## src/rtl/kernel_window.sv

```systemverilog
// kernel_window: streaming sliding-window generator.
// Accepts one column of BLOCK_HEIGHT pixels per handshake. Emits a BLOCK_WIDTH x BLOCK_HEIGHT
// window through a registered valid/ready port, with horizontal stride and row-end flushing.
// Optional feature: define KERNEL_WINDOW_COL_EN to add the out_col port and column counter.
module kernel_window #(
  parameter int unsigned BLOCK_WIDTH  = 3,
  parameter int unsigned BLOCK_HEIGHT = 3,
  parameter int unsigned DATA_WIDTH   = 8,
  parameter int unsigned STRIDE       = 1,
  parameter int unsigned COL_WIDTH    = 10
) (
  input  logic                                        clk,
  input  logic                                        rst,
  input  logic [DATA_WIDTH*BLOCK_HEIGHT-1:0]          in_pixels,
  input  logic                                        in_valid,
  input  logic                                        in_last,
  output logic                                        in_ready,
  output logic [BLOCK_WIDTH*BLOCK_HEIGHT*DATA_WIDTH-1:0] out_pixels,
  output logic                                        out_valid,
  input  logic                                        out_ready,
  output logic                                        out_last
`ifdef KERNEL_WINDOW_COL_EN
  ,
  output logic [COL_WIDTH-1:0]                        out_col
`endif
);

  localparam int unsigned ColBits = DATA_WIDTH * BLOCK_HEIGHT;
  localparam int unsigned WinBits = BLOCK_WIDTH * BLOCK_HEIGHT * DATA_WIDTH;
  localparam int unsigned FillW   = $clog2(BLOCK_WIDTH + 1);
  localparam int unsigned PhaseW  = (STRIDE > 1) ? $clog2(STRIDE) : 1;
  localparam logic [FillW-1:0]  FillFull  = FillW'(BLOCK_WIDTH);
  localparam logic [PhaseW-1:0] PhaseLast = PhaseW'(STRIDE - 1);

  logic [BLOCK_WIDTH-1:0][ColBits-1:0] col_q, col_d;
  logic [FillW-1:0]                    fill_q, fill_d;
  logic [PhaseW-1:0]                   phase_q, phase_d;
  logic [WinBits-1:0]                  out_pixels_q, out_pixels_d;
  logic                                out_valid_q, out_valid_d;
  logic                                out_last_q, out_last_d;
  logic [WinBits-1:0]                  win;
  logic                                accept;
  logic                                emit;

  // Input is stalled only while a window is held and downstream refuses it.
  assign in_ready = !out_valid_q || out_ready;
  assign accept   = in_valid && in_ready;

  // Next state: column shift, fill/phase tracking and emit decision.
  always_comb begin
    col_d   = col_q;
    fill_d  = fill_q;
    phase_d = phase_q;
    emit    = 1'b0;
    if (accept) begin
      for (int c = 0; c < int'(BLOCK_WIDTH) - 1; c++) begin
        col_d[c] = col_q[c+1];
      end
      col_d[BLOCK_WIDTH-1] = in_pixels;
      fill_d = (fill_q == FillFull) ? FillFull : fill_q + 1'b1;
      if (fill_d == FillFull) begin
        emit    = (phase_q == '0);
        phase_d = (phase_q == PhaseLast) ? '0 : phase_q + 1'b1;
      end
      // Row end flushes after this beat's own emit decision.
      if (in_last) begin
        fill_d  = '0;
        phase_d = '0;
      end
    end
  end

  // Window view of the post-shift column store: pixel (r,c) from column c, row r.
  always_comb begin
    win = '0;
    for (int r = 0; r < int'(BLOCK_HEIGHT); r++) begin
      for (int c = 0; c < int'(BLOCK_WIDTH); c++) begin
        win[(r*BLOCK_WIDTH+c)*DATA_WIDTH +: DATA_WIDTH] = col_d[c][r*DATA_WIDTH +: DATA_WIDTH];
      end
    end
  end

  // Output register: load on emit, release on downstream accept, otherwise hold.
  always_comb begin
    out_valid_d  = out_valid_q;
    out_pixels_d = out_pixels_q;
    out_last_d   = out_last_q;
    if (emit) begin
      out_valid_d  = 1'b1;
      out_pixels_d = win;
      out_last_d   = in_last;
    end else if (out_ready) begin
      out_valid_d = 1'b0;
    end
  end

  // State registers.
  always_ff @(posedge clk) begin
    if (rst) begin
      col_q        <= '0;
      fill_q       <= '0;
      phase_q      <= '0;
      out_valid_q  <= 1'b0;
      out_pixels_q <= '0;
      out_last_q   <= 1'b0;
    end else begin
      col_q        <= col_d;
      fill_q       <= fill_d;
      phase_q      <= phase_d;
      out_valid_q  <= out_valid_d;
      out_pixels_q <= out_pixels_d;
      out_last_q   <= out_last_d;
    end
  end

  assign out_valid  = out_valid_q;
  assign out_pixels = out_pixels_q;
  assign out_last   = out_last_q;

`ifdef KERNEL_WINDOW_COL_EN
  logic [COL_WIDTH-1:0] col_idx_q, col_idx_d;
  logic [COL_WIDTH-1:0] out_col_q, out_col_d;

  // Column index of the newest column; pre-increment value equals post-increment minus 1.
  always_comb begin
    col_idx_d = col_idx_q;
    out_col_d = out_col_q;
    if (accept) begin
      col_idx_d = in_last ? '0 : col_idx_q + 1'b1;
    end
    if (emit) begin
      out_col_d = col_idx_q;
    end
  end

  // Column counter registers.
  always_ff @(posedge clk) begin
    if (rst) begin
      col_idx_q <= '0;
      out_col_q <= '0;
    end else begin
      col_idx_q <= col_idx_d;
      out_col_q <= out_col_d;
    end
  end

  assign out_col = out_col_q;
`endif

endmodule

```

## config.mk

```make
export PLATFORM = sky130hd
export DESIGN_NAME = kernel_window
export DESIGN_NICKNAME = d
export VERILOG_FILES = /design/src/rtl/kernel_window.sv
export SDC_FILE = /design/constraint.sdc
export NUM_CORES = 1
export LEC_CHECK = 0
export CAP_MARGIN = 10
export CORE_ASPECT_RATIO = 0.7
export CORE_MARGIN = 3
export CORE_UTILIZATION = 30
export DETAILED_ROUTE_END_ITERATION = 12
export GPL_ROUTABILITY_DRIVEN = 0
export PLACE_DENSITY_LB_ADDON = 0.15
export SYNTH_ARGS = -nofsm -noshare
export SYNTH_HDL_FRONTEND = slang
export SYNTH_SLANG_ARGS = --single-unit
```

## constraint.sdc

```tcl
create_clock -name clk -period 1.9 [get_ports clk]
set_clock_uncertainty 0.2 [all_clocks]
set_input_delay 0.38 -clock clk [delete_from_list [all_inputs] [get_ports clk]]
set_output_delay 0.38 -clock clk [all_outputs]
set_load 0.05 [all_outputs]
```

==> results of run 1 <==
[final cells by class]
type,count,area [µm²]
Sequential cell,124,2480
Clock inverter,7,62.6
Tap cell,195,244
Fill cell,1522,8740
Timing Repair Buffer,125,1130
Inverter,2,10.0
Clock buffer,24,502
Multi-Input combinational cell,374,1970
[metal layers]
metal | up-vias | part of all wire, % | global-route usage [%]
met4 | 0 | 1.0 | 4.96
met2 | 134 | 41 | 23.3
met5 | - | 0 | 0
met3 | 13 | 6.4 | 4.70
li1 | 2183 | - | -
met1 | 2110 | 51 | 24.9
[synth_stat cells]
cell type  number
buf_2          23
or4_1           1
o21ai_1         5
mux2i_1         9
a31oi_1         1
buf_1           3
nand2_1         1
nor2b_4         1
nor2b_1         1
buf_4           2
o21ai_0       108
a311oi_1        1
dfxtp_1       124
buf_6           3
nand2_4         1
inv_2           2
clkbuf_1       41
and2_1          1
nand2b_1       18
a21oi_1       114
nand3_1       112
[placed cells by master, fill, tap and decap left out]
master             n
dfxtp_1          124
a21oi_1          114
nand3_1          112
o21ai_0          108
buf_4             88
clkdlybuf4s50_1   26
nand2b_1          18
clkbuf_16         17
buf_12            10
mux2i_1            9
o21ai_1            5
clkbuf_8           5
clkinv_2           5
clkbuf_1           2
nor2b_4            1
inv_4              1
inv_2              1
nor2b_1            1
or4_1              1
and2_2             1
nand2_2            1
nand2_4            1
a31oi_1            1
a311oi_1           1
bufinv_16          1
clkinvlp_4         1
buf_2              1
[power by group through the flow]
| stage | logic, mW | registers [mW] | clock network, mW |
|---|---|---|---|
| after floorplan | 0.167 | 2.77 | 0 |
| after global placement | 0.330 | 2.75 | 0 |
| after detailed placement | 0.337 | 2.75 | 0 |
| after CTS | 0.339 | 2.70 | 3.16 |
| after global routing | 0.367 | 2.70 | 3.30 |
| final | 0.337 | 2.70 | 3.10 |
[flip-flops by register name, indices dropped and copies added, names as in the netlist]
| register | cells |
|---|---|
| out_valid | 1 |
| out_pixels | 72 |
| out_last | 1 |
| col_q | 48 |
| fill_q | 2 |
[worst paths after layout]
path | endpoint | slack (ns)
worst max-delay path | in_ready | 0.06
worst min-delay path | fill_q[0] | 0.16
worst max register to register | fill_q[0] | 0.32
worst min register to register | out_pixels[31] | 0.26
[metrics by stage]
stage / worst slack, ns / setup TNS [ns] / util [%]
2_1_floorplan: 0.0424 / 0 / -
5_1_grt: 0.0367 / 0 / 42.2
4_1_cts: 0.00956 / 0 / 42.2
6_report: 0.0626 / 0 / 42.2
3_3_place_gp: -0.0563 / -0.0563 / 38.5
3_5_place_dp: -0.0676 / -0.851 / 38.5
[cell families (layout without fill, tap and decap cells)]
logic type	Yosys count	in the layout	synth area share, %
AO/OA/AOI/OAI	229	229	24.1
buffers and inverters	74	158	7.04
flip-flops	124	124	51.9
multiplexers	9	9	1.88
AND/OR/NAND/NOR	136	136	15.1
[critical path: stages]
cell             delay, ns
clkdlybuf4s50_1       0.50
nor2b_4               0.06
inv_4                 0.16
buf_12                0.16
[repair_timing]
item                                    CTS  global route
buffers inserted                          0             1
endpoints found under the setup margin    0             1
gates resized for setup                   0             0
==> metrics, run 1 <==
chip width 157 µm; Psw 1.38 mW; Setup-failing EPs final 0; layout cells sized above 1 a little over 20%; Worst R2R Path Depth 5; crit path max fanout 8; Initial Utilization between 30% and 40%; Critical Path RT around 1.3 ns; Placed Area between 5000 and 6000 µm²; first-pass GRT wire length 23,500 µm; CTS Hold Bufs 0; Comb pwr share 5.5%; Worst Setup SP out_ready; # diodes 0; Clock Path Buffers 2; area grow syn2layout 33.7%; Ports 104; CTS clk-pin slew, worst paths ~0.050 ns; Antenna Nets Post-Route 0; Pleak around 2.3 nW; Distinct cells, synth 21; Fin. Hold Viols 0; Power Total 6.13 mW; Core Area approximately 15,000 µm²; Worst Tran Pin Value 0.413 ns; flops & latches, synth 124; placed cells 819; RSZ-0062 raised after global routing false; clock latency on the worst-skew pair ~0.42 ns; Remaining DRCs 0; Die ar. around 18,000 µm²; chip height 112 µm; HPWL after DPL 9170 µm; Final Slew Violations 0; DRT iter0 DRCs roughly 360; Max rail drop VDD 0.533 mV; sequential power share between 40% and 50%; worst hold start in_valid; r2r startpoint out_valid; CP Class input port to primary output; syn_area_per_cell 8.36 µm²; clock network fraction of design power 50.5%; largest net degree at the start of global routing 51; Std-Cell Rows 37; PwrDens around 960 nW/µm²; nets between 600 and 700; CTS tree done; GR Util All Layers 16.7%; Post-Syn Area around 4800 µm²; GRT Residual Overflow 0; Seq/Total Area, Yosys 51.9%; root buffer cell clkbuf_16; min Tclk post-route 1.84 ns; Int Pwr between 4 and 5 mW; Mapped Nets between 600 and 700; worst rel slew slack 72.5%; CP Launch Type input port; status completed; max_cap viols 0; Worst Path Arrival 1.26 ns; Fin Hold WS between 0.15 and 0.2 ns; PortBufs 103; WL per Instance 16.8 µm; sw frac 22.6%; Syn Inst Count around 570; vias in the first global route 4,421; fin crit share 96.7%; synth warn 0; CTS H-tree depth 4; CP Capture Type primary output; Area contributors post-synth dfxtp_1 (52%), a21oi_1 (12%), nand3_1 (12%); TritonRoute pass-1 iters 5; post-route cell area 6390 µm²; # clock sinks between 100 and 150; Yosys top cell area share 51.9%; initial antenna violation count 0; Inserted Clock Buffers 17; hold path cells 4; largest area contributor in the netlist dfxtp_1; Peak Freq 544 MHz; non-filler cells, final 851; DRT Wirelength 14,300 µm; vias 4,440; Via density roughly 5.2; HP Class input port to flop
No activity file was read; power rests on OpenSTA's default activity.
==> run 2: changes to the inputs <==
--- a/config.mk
+++ b/config.mk
@@ -12,6 +12,7 @@
 export DETAILED_ROUTE_END_ITERATION = 12
 export GPL_ROUTABILITY_DRIVEN = 0
 export PLACE_DENSITY_LB_ADDON = 0.15
+export SLEW_MARGIN = 20
 export SYNTH_ARGS = -nofsm -noshare
 export SYNTH_HDL_FRONTEND = slang
 export SYNTH_SLANG_ARGS = --single-unit
==> results of run 2 <==
Same layout as run 1: the final DEF is identical, and so are final timing and power.
